## src/rtl/hitchhike_mod_pkg.sv

```systemverilog
// Shared definitions for the backscatter modulator: FSM states and default
// geometry of the shift square wave and symbol grid.
package hitchhike_mod_pkg;

    typedef enum logic [1:0] {
        IDLE  = 2'd0,
        SEND  = 2'd1,
        DRAIN = 2'd2
    } mod_state_t;

    localparam int DEF_HALF_PERIOD   = 2;
    localparam int DEF_SYMBOL_CYCLES = 8;
    localparam int DEF_CNT_W         = 16;

endpackage

```

## src/rtl/shift_clock_gen.sv

```systemverilog
// Frequency-shift square wave source: div_cnt counts HALF_PERIOD clocks,
// sq toggles on each wrap. clear forces both back to 0 synchronously.
module shift_clock_gen
    import hitchhike_mod_pkg::*;
#(
    parameter int HALF_PERIOD = DEF_HALF_PERIOD
) (
    input  logic clock,
    input  logic clear,
    input  logic en,
    output logic sq
);

    localparam int DIV_W = (HALF_PERIOD > 1) ? $clog2(HALF_PERIOD) : 1;

    logic [DIV_W-1:0] div_cnt;

    // Half-period divider; sq flips every HALF_PERIOD enabled clocks
    always_ff @(posedge clock) begin
        if (clear) begin
            div_cnt <= '0;
            sq      <= 1'b0;
        end else if (en) begin
            if (div_cnt == DIV_W'(HALF_PERIOD - 1)) begin
                div_cnt <= '0;
                sq      <= ~sq;
            end else begin
                div_cnt <= div_cnt + DIV_W'(1);
            end
        end
    end

endmodule

```

## src/rtl/backscatter_modulator.sv

```systemverilog
// Backscatter tag modulator: turns the serial data bit stream into the RF
// switch drive, a square wave whose phase is set per symbol from data_in.
// Build option MOD_DIFF_EN selects differential phase encoding; without it
// the phase of each symbol is the data bit itself.
module backscatter_modulator
    import hitchhike_mod_pkg::*;
#(
    parameter int HALF_PERIOD   = DEF_HALF_PERIOD,
    parameter int SYMBOL_CYCLES = DEF_SYMBOL_CYCLES,
    parameter int CNT_W         = DEF_CNT_W
) (
    input  logic             clock,
    input  logic             reset,
    input  logic             sending,
    input  logic             data_in,
    output logic             rf_ctrl,
    output logic             busy,
    output logic             bit_tick,
    output logic [CNT_W-1:0] symbol_total
);

    localparam int SYM_W = (SYMBOL_CYCLES > 1) ? $clog2(SYMBOL_CYCLES) : 1;

    // The symbol must hold a whole number of square-wave periods so the
    // wave is back at sq=0 on every boundary (phase continuity).
    if (HALF_PERIOD < 1) begin : g_bad_half_period
        $error("backscatter_modulator: HALF_PERIOD must be >= 1");
    end else if ((SYMBOL_CYCLES < 2) || ((SYMBOL_CYCLES % (2 * HALF_PERIOD)) != 0)) begin : g_bad_symbol_cycles
        $error("backscatter_modulator: SYMBOL_CYCLES must be a multiple of 2*HALF_PERIOD");
    end

    mod_state_t       state, state_nxt;
    logic             sending_d;
    logic             start;
    logic [SYM_W-1:0] sym_cnt;
    logic             sym_last;
    logic             phase;
    logic             sq;
    logic             enter_send;   // IDLE -> SEND this edge
    logic             next_sym;     // boundary that continues in SEND

    assign start    = sending & ~sending_d;
    assign sym_last = (sym_cnt == SYM_W'(SYMBOL_CYCLES - 1));

    // Burst envelope edge detector
    always_ff @(posedge clock) begin
        if (reset) sending_d <= 1'b0;
        else       sending_d <= sending;
    end

    // FSM state register
    always_ff @(posedge clock) begin
        if (reset) state <= IDLE;
        else       state <= state_nxt;
    end

    // Next state; a start seen outside IDLE is simply ignored
    always_comb begin
        state_nxt  = state;
        enter_send = 1'b0;
        next_sym   = 1'b0;
        case (state)
            IDLE: begin
                if (start) begin
                    state_nxt  = SEND;
                    enter_send = 1'b1;
                end
            end
            SEND: begin
                if (!sending)      state_nxt = sym_last ? IDLE : DRAIN;
                else if (sym_last) next_sym  = 1'b1;
            end
            DRAIN: begin
                if (sym_last) begin
                    if (sending) begin
                        state_nxt = SEND;
                        next_sym  = 1'b1;
                    end else begin
                        state_nxt = IDLE;
                    end
                end
            end
            default: state_nxt = IDLE;
        endcase
    end

    // Symbol grid: held at 0 while idle so a burst starts on a fresh symbol
    always_ff @(posedge clock) begin
        if (reset || state == IDLE) sym_cnt <= '0;
        else if (sym_last)          sym_cnt <= '0;
        else                        sym_cnt <= sym_cnt + SYM_W'(1);
    end

    // Per-symbol phase; DRAIN keeps the phase of the symbol being finished
    always_ff @(posedge clock) begin
        if (reset) begin
            phase <= 1'b0;
        end else if (enter_send) begin
            // Differential mode starts from phase 0, so 0 ^ bit0 == bit0
            phase <= data_in;
        end else if (next_sym) begin
`ifdef MOD_DIFF_EN
            phase <= phase ^ data_in;
`else
            phase <= data_in;
`endif
        end
    end

    // Sent-symbol counter, saturating at all-ones
    always_ff @(posedge clock) begin
        if (reset)                                symbol_total <= '0;
        else if (bit_tick && symbol_total != '1)  symbol_total <= symbol_total + CNT_W'(1);
    end

    // Square wave is cleared while idle so every burst begins at sq=0
    shift_clock_gen #(
        .HALF_PERIOD(HALF_PERIOD)
    ) u_shift_clock_gen (
        .clock(clock),
        .clear(reset || state == IDLE),
        .en   (state != IDLE),
        .sq   (sq)
    );

    // Outputs depend only on registered state, never directly on inputs
    assign busy     = (state != IDLE);
    assign bit_tick = (state == SEND) && (sym_cnt == '0);
    assign rf_ctrl  = busy & (sq ^ phase);

endmodule

```

## config.mk

```make
export PLATFORM = sky130hd
export DESIGN_NAME = backscatter_modulator
export DESIGN_NICKNAME = d
export VERILOG_FILES = /design/src/rtl/hitchhike_mod_pkg.sv /design/src/rtl/shift_clock_gen.sv /design/src/rtl/backscatter_modulator.sv
export SDC_FILE = /design/constraint.sdc
export NUM_CORES = 1
export LEC_CHECK = 0
export CAP_MARGIN = 20
export CORE_UTILIZATION = 55
export CTS_CLUSTER_DIAMETER = 80
export DETAILED_ROUTE_END_ITERATION = 16
export PLACE_DENSITY_LB_ADDON = 0.15
export SLEW_MARGIN = 10
export SYNTH_ARGS = -nofsm -noshare
export SYNTH_HDL_FRONTEND = slang
export SYNTH_SLANG_ARGS = --single-unit
```

## constraint.sdc

```tcl
create_clock -name clock -period 3.2 [get_ports clock]
set_input_delay 0.64 -clock clock [delete_from_list [all_inputs] [get_ports clock]]
set_output_delay 0.64 -clock clock [all_outputs]
set_load 0.005 [all_outputs]
```

# Word level (Yosys, flattened, before mapping)
# Index checks and enable logic that the tools add are counted.
[word_totals]
inputBits = 4
reg_bits = 25
output_inout_bits = 19
word_cells = 48
[op_classes]
mux = 16
n_reduce_logical = 10
eq_ne = 7
n_bitwise = 5
addsub = 3
[ops]
columns = ["operator", "count"]
rows = [
  ["$add A16 B1 Y16 const B", 1],
  ["$ne A16 B16 Y1 const B", 1],
  ["$mux W1", 10],
  ["$mux W2", 4],
  ["$ne A2 B2 Y1 const B", 3],
  ["$pmux W2 S3", 1],
  ["$reduce_bool A2 Y1", 2],
  ["$add A3 B1 Y3 const B", 1],
  ["$eq A3 B3 Y1 const B", 1],
  ["$logic_not A3 Y1", 1],
  ["$reduce_and A3 Y1", 1],
  ["$and A1 B1 Y1", 2],
  ["$eq A2 B1 Y1 const B", 1],
  ["$eq A2 B2 Y1 const B", 1],
  ["$logic_and A1 B1 Y1", 2],
  ["$logic_not A2 Y1", 1],
  ["$not A1 Y1", 2],
  ["$pmux W1 S2", 1],
  ["$reduce_and A2 Y1", 1],
  ["$reduce_or A2 Y1", 1],
  ["$add A1 B1 Y1 const B", 1],
  ["$logic_or A1 B1 Y1", 1],
  ["$xor A1 B1 Y1", 1],
]

# Logic depth before layout (Yosys ltp)
# Gate-level depths: netlist of run 1.
[depth]
word_depth = 6
ltp_mapped = 8
ltp_nobuf = 7

# Cells and area by module
# From an unflattened synthesis of run 1, not the netlist that was laid out.
[unflattened]
cells_unflattened = 153
area_unflattened_um2 = 1343.8
[modules_own_cells]
columns = ["mod", "cells_each", "area_per_inst_um2", "seq_area_each_um2", "instances"]
rows = [
  ["backscatter_modulator", 146, 1265.0, 460.4, 1],
  ["shift_clock_gen", 7, 78.8, 40.0, 1],
]

# Worst setup path after synthesis of run 1
# Ideal clock, no wire load.
[synth_timing]
kind = "register to register"
from = "register state[1]"
to = "register symbol_total[11]"
synth_period_minus_slack_ps = 1678
n_path_buf = 1
slack_ps = 1522
required_time_ps = 3072
setup_time_ps = 128
t_arrival_ps = 1550
path_stages_with_launch = 9
path_cell_list = "dfxtp_1 inv_1 ha_1 and3b_1 buf_4 nand4_2 a2111oi_2 xnor2_1 nor2_1"
[synth_via]
elab_chain_len = 3
[synth_lines]
columns = ["element", "line", "text"]
rows = [
  ["start, declared", "backscatter_modulator.sv:32", "mod_state_t state, state_nxt;"],
  ["start signal, assigned", "backscatter_modulator.sv:54", "else state <= state_nxt;"],
  ["$eq A2 B1 Y1", "backscatter_modulator.sv:128", "assign bit_tick = (state == SEND) && (sym_cnt == '0);"],
  ["$logic_and A1 B1 Y1", "backscatter_modulator.sv:128", ""],
  ["named net bit_tick", "backscatter_modulator.sv:18", "output logic bit_tick,"],
  ["$logic_and A1 B1 Y1", "backscatter_modulator.sv:113", "else if (bit_tick && symbol_total != '1) symbol_total <= symbol_total + CNT_W'(1);"],
  ["end signal, assigned", "backscatter_modulator.sv:113", ""],
  ["end, declared", "backscatter_modulator.sv:19", "output logic [CNT_W-1:0] symbol_total"],
]
# The timed path passes the listed nets, and every way through them passes these cells.
# A chain may end at the register's enable or synchronous reset.

# Worst setup path in the final report of run 1
[layout_timing]
from = "register state[1]"
to = "output port bit_tick"
[layout_via]
elab_chain_len = 2
[layout_lines]
columns = ["element", "line"]
rows = [
  ["$eq A2 B1 Y1", "backscatter_modulator.sv:128"],
  ["$logic_and A1 B1 Y1", "backscatter_modulator.sv:128"],
  ["end, declared", "backscatter_modulator.sv:18"],
]
# Every way passes these cells.

==> results of run 1 <==
## cells by family after synthesis
logic type               Yosys count  share of synthesized area
adder cells (fa/ha/maj)            8                    0.07590
multiplexers                       2                    0.01518
flip-flops                        25                     0.3795
AND/OR/NAND/NOR                   64                     0.2761
AO/OA/AOI/OAI                     19                     0.1205
buffers and inverters             11                    0.03985
XOR/XNOR                          14                    0.09298
## per-layer routing
metal	track usage	up-vias	part of all wire
met1	0.2770	493	0.49
met2	0.3333	24	0.45
li1	-	546	-
met3	0.06250	5	0.042
met4	0.09722	0	0.018
met5	0	-	0
## area by class of cell
type | instances | area (um2) | share of cell area
Inverter | 6 | 22.52 | 0.01434
Clock buffer | 4 | 26.28 | 0.01673
Tap cell | 28 | 35.03 | 0.02231
Sequential cell | 25 | 500.5 | 0.3187
Timing Repair Buffer | 22 | 220.2 | 0.1402
Multi-Input combinational cell | 107 | 765.7 | 0.4876
## worst paths after layout
path	endpoint	cells past startpoint	slack (ns)	startpoint
worst max-delay path	bit_tick	4	0.71	state[1]
worst min-delay path	u_shift_clock_gen.div_cnt	1	0.47	u_shift_clock_gen.div_cnt
worst max register to register	symbol_total[11]	7	1.24	state[1]
worst min register to register	u_shift_clock_gen.div_cnt	1	0.47	u_shift_clock_gen.div_cnt
## report_power, final
| part | total [W] | switching [W] | internal [W] |
|---|---|---|---|
| Sequential | 0.000366 | 0.0000251 | 0.000341 |
| Clock | 0.000139 | 0.0000900 | 0.0000489 |
| Combinational | 0.000234 | 0.000118 | 0.000116 |
## flip-flops by register name, indices dropped and copies added, names as in the netlist
| register | cells |
|---|---|
| symbol_total | 16 |
| u_shift_clock_gen.sq | 1 |
| phase | 1 |
| sending_d | 1 |
| u_shift_clock_gen.div_cnt | 1 |
| sym_cnt | 3 |
| state | 2 |
## layout by cell type, fill, tap and decap left out, types with 2 or more instances in the layout
| master | synthesis | final |
|---|---|---|
| a2111oi_2 | 4 | 4 |
| a211oi_1 | 3 | 3 |
| a21oi_1 | 6 | 6 |
| and2_1 | 3 | 3 |
| and3_1 | 2 | 2 |
| clkbuf_4 | 0 | 3 |
| clkdlybuf4s50_1 | 0 | 22 |
| dfxtp_1 | 25 | 25 |
| ha_1 | 8 | 8 |
| inv_1 | 6 | 6 |
| mux2i_1 | 2 | 2 |
| nand2_1 | 11 | 11 |
| nand4_1 | 6 | 6 |
| nand4_2 | 3 | 3 |
| nor2_1 | 20 | 20 |
| nor3_1 | 6 | 6 |
| o21ai_0 | 3 | 3 |
| xnor2_1 | 13 | 13 |
## per-stage QoR
| step | setup WS [ns] | hold WS [ns] | cells | utilization | area (um2) |
|---|---|---|---|---|---|
| after CTS | 0.7129 | 0.4645 | 192 | 0.7031 | 1570 |
| after detailed placement | 1.090 | 0.4460 | 188 | 0.6913 | 1544 |
| final | 0.7139 | 0.4661 | 192 | 0.7031 | 1570 |
| after floorplan | 1.522 | 0.4224 | 143 | - | 1319 |
| after global routing | 0.5974 | 0.4730 | 192 | 0.7031 | 1570 |
| after global placement | 1.119 | 0.4320 | 188 | 0.6913 | 1544 |
## cells in the mapped netlist, drive strengths merged, types with 4 or more instances
cell type   n  area (um2)
a2111oi     4       60.06
nor3        7       46.30
dfxtp      25       500.5
xnor2      13       113.9
nand2      11       41.29
a21oi       6       30.03
inv         6       22.52
nand4       9       75.08
nor2       20       75.07
ha          8       100.1
## worst register-to-register path, cell delays in order, from the launching register on
cell	delay, ns
dfxtp_1	0.35
inv_1	0.10
ha_1	0.19
and3b_1	0.33
nand4_2	0.26
a2111oi_2	0.40
xnor2_1	0.16
nor2_1	0.05
==> results.cfg, run 1 <==
[run_status]
status = completed

[routing]
first_iter_violations = 24
wl_per_cell_um = 12.78
drc = 0
routed_wl_um = 2454
num_vias = 1068
via_per_inst = 5.563
antenna_left = 0
drtPass1Iterations = 4

[critical_path]
path_buf_inv = 2
cp_cell_sequence = inv_1, ha_1, and3b_1, clkdlybuf4s50_1
cp.arrival_ns = 1.85
end_kind = primary output
worstPathMaxFanout = 8
crit_required_ns = 2.56
critPathMaxStageDelay_ns = 0.56
critPathTopFamily = buffers and inverters
critPathKind = flop to primary output
critPathSlowestCell = clkdlybuf4s50_1
critPathLaunchType = flop

[global_route]
grt_max_degree = 25
grt_use_total = 0.2160
grt_first_pass_wirelength_um = 4105
grt_pass1_vias = 932
gr-total-overflow = 0
antenna_found_initial = 0

[logic_synthesis]
synth_edf_count = 0
yosysUniqueCellTypes = 36
syn_area_mm2 = 0.001319
synth.avg_cell_area_um2 = 9.222
synth_ff_type = dfxtp_1
ys_ff_latch = 25
ys_async_sr_fraction = 0
yosysSeqAreaShare = 0.3795
yosysWarnings = 0
syn_nets = 155
synth_cells = 143

[layout]
fillCellCount = 167
antenna_cells = 0
areaGrowthSynthToFinish_pct = 19.07
drive_gt1_frac = 0.09146
final_nets = 177

[timing]
period_needed_ns = 2.486
fin_setup_tns_ns = 0
hold_viol_final = 0
worstMarginPinSlew_ns = 0.8163
fmax_mhz = 402.2
min_period_over_period = 0.7769
grt_setup_unrepaired = no
fin_worst_skew_ns = 0.002826
setup_viol = 0
maxSlewHeadroom = 0.4541
finalMaxSlewViolations = 0

[clock_tree]
post-cts-setup-buffer-count = 0
numCtsBuffers = 3
htree_levels = 1
ctsHoldBuffers = 0
cts_tree = done
cts_repair_resize_count = 0
clockBufferDepth = 2
cts-root-buf = clkbuf_4
clkSinkCount = 25
clkSlewWorstSetupHoldPaths_ns = 0.12
clk_latency_ns = 0.32

[floorplanning]
fp.dieH_um = 50.97
die_width_um = 50.97
start_util = 0.5905
io_pins = 23
core-area_mm2 = 0.002233
rows = 17
die-area_mm2 = 0.002597

[power]
power_w = 0.0007389
ir_worst_vdd_v = 0.0004133
p_leak_nw = 0.5643
pwr_density_cell_mw_per_mm2 = 470.6

[placement]
port_buffers = 22
dpl.hpwl_um = 1825
gp_congestion = 0.8135

[worst_hold_path]
hp-class = flop to flop

[flow_run]
drv_cap = 0
Note: power is estimated with default switching activity, not from simulation.
==> run 2, diff against run 1 <==
Settings changed: CORE_UTILIZATION 55 to 51.
Clock period 3.2 ns to 2.3 ns, I/O delays scaled along.
==> results.cfg, run 2 (synthesis gave the netlist of run 1 again) <==
[routing]
routed_wl_um = 2508
drc = 0
num_vias = 1057
via_per_inst = 5.421
drtPass1Iterations = 4
first_iter_violations = 12
antenna_left = 0
wl_per_cell_um = 12.86

[global_route]
antenna_found_initial = 0
grt_pass1_vias = 1014
gr-total-overflow = 0
grt_max_degree = 18
grt_first_pass_wirelength_um = 4347
grt_use_total = 0.2100

[critical_path]
cp.arrival_ns = 1.73
critPathLaunchType = flop
end_kind = primary output
critPathKind = flop to primary output
rrSetupSlack_ns = 0.44
worstPathMaxFanout = 8
crit_required_ns = 1.84

[placement]
dpl.hpwl_um = 1954
port_buffers = 22
gp_congestion = 0.7863
place_area_mm2 = 0.001554

[power]
p_leak_nw = 0.5687
p_int_w = 0.0007069
p_clk_frac = 0.183
p_switching_w = 0.0003191
ir_worst_vdd_v = 0.0005035
share_seq_of_total_power = 0.497
combPwrFrac = 0.320
swShare = 0.3110
pwr_density_cell_mw_per_mm2 = 648.7

[floorplanning]
core-area_mm2 = 0.002455
die-area_mm2 = 0.002793
start_util = 0.5372
io_pins = 23
die_width_um = 52.85
rows = 18
fp.dieH_um = 52.85

[clock_tree]
clk_latency_ns = 0.30
cts-root-buf = clkbuf_4
htree_levels = 1
numCtsBuffers = 3
clkSinkCount = 25
post-cts-setup-buffer-count = 0
cts_tree = done
clockBufferDepth = 2
clkSlewWorstSetupHoldPaths_ns = 0.12

[timing]
fin_worst_skew_ns = 0.005915
grt_setup_unrepaired = no
min_period_over_period = 0.9523
fin_setup_tns_ns = 0
setup_viol = 0
hold_viol_final = 0
finalMaxSlewViolations = 0
maxSlewHeadroom = 0.6366
worstMarginPinSlew_ns = 0.5451
fmax_mhz = 456.6
period_needed_ns = 2.190

[layout]
antenna_cells = 0
design_area_mm2 = 0.001582
drive_gt1_frac = 0.1030
regMostFlops = symbol_total
areaGrowthSynthToFinish_pct = 19.92
layout_commonest_cell = dfxtp_1
reg_top3 = symbol_total x16, sym_cnt x3, state x2
final_nets = 178
largest_reg_flops = 16
final_cell_mix = 25 x dfxtp_1, 22 x clkdlybuf4s50_1, 20 x nor2_1

[flow_run]
drv_cap = 0

[worst_hold_path]
hp-class = flop to flop

[run_status]
status = completed
-- run 2: routing by layer --
metal / vias to the layer above / global-route usage / wire (um)
li1: 550 / - / -
met1: 488 / 0.2579 / 1174
met2: 17 / 0.3819 / 1262
met3: 2 / 0.02586 / 56
met4: 0 / 0.05263 / 15
met5: - / 0 / 0
-- run 2: power groups by stage --
stage | clock, W | combinational, W | sequential (W)
after detailed placement | 0 | 0.000326 | 0.000520
after floorplan | 0 | 0.000224 | 0.000514
after global routing | 0.000209 | 0.000373 | 0.000519
final | 0.000188 | 0.000328 | 0.000510
after global placement | 0 | 0.000312 | 0.000516
after CTS | 0.000201 | 0.000328 | 0.000510
-- run 2: critical path, stage by stage (launching register included) --
cell	delay [ns]
dfxtp_1	0.35
inv_1	0.10
ha_1	0.18
and3b_2	0.28
clkdlybuf4s50_1	0.52
-- run 2: path summary, 6_finish.rpt --
path / from / to / depth (start not counted)
setup / recovery: state[1] / bit_tick / 4
hold / removal: u_shift_clock_gen.div_cnt / u_shift_clock_gen.div_cnt / 1
setup reg to reg: state[1] / symbol_total[13] / 7
hold reg to reg: u_shift_clock_gen.div_cnt / u_shift_clock_gen.div_cnt / 1
-- run 2: what timing repair did --
item / CTS / global route
gates resized for setup: 0 / 1
setup endpoints to repair: 0 / 1
hold buffers: 0 / 0
-- run 2: final cells by class --
cell class | instances | area, um2
Clock buffer | 4 | 26.28
Fill cell | 205 | 873.3
Inverter | 6 | 22.52
Multi-Input combinational cell | 107 | 767.0
Sequential cell | 25 | 500.5
Tap cell | 30 | 37.54
Timing Repair Buffer | 23 | 227.7
-- run 2: per-stage QoR --
| step | utilization | total power (W) | hold WS (ns) | setup WS, ns | cells |
|---|---|---|---|---|---|
| 6_report | 0.6442 | 0.001026 | 0.4610 | 0.1098 | 195 |
| 5_1_grt | 0.6442 | 0.001100 | 0.4912 | 0.004500 | 195 |
| 4_1_cts | 0.6437 | 0.001039 | 0.4611 | 0.01836 | 195 |
| 3_5_place_dp | 0.6330 | 0.0008457 | 0.4429 | 0.3409 | 191 |
| 3_3_place_gp | 0.6330 | 0.0008279 | 0.4309 | 0.4082 | 191 |
| 2_1_floorplan | - | 0.0007388 | 0.4224 | 0.6224 | 143 |
==> run 3, diff against run 2 <==
Settings changed: SLEW_MARGIN 10 to not set.
==> results of run 3 <==
No change in the layout: final DEF, timing and power equal those of run 2.
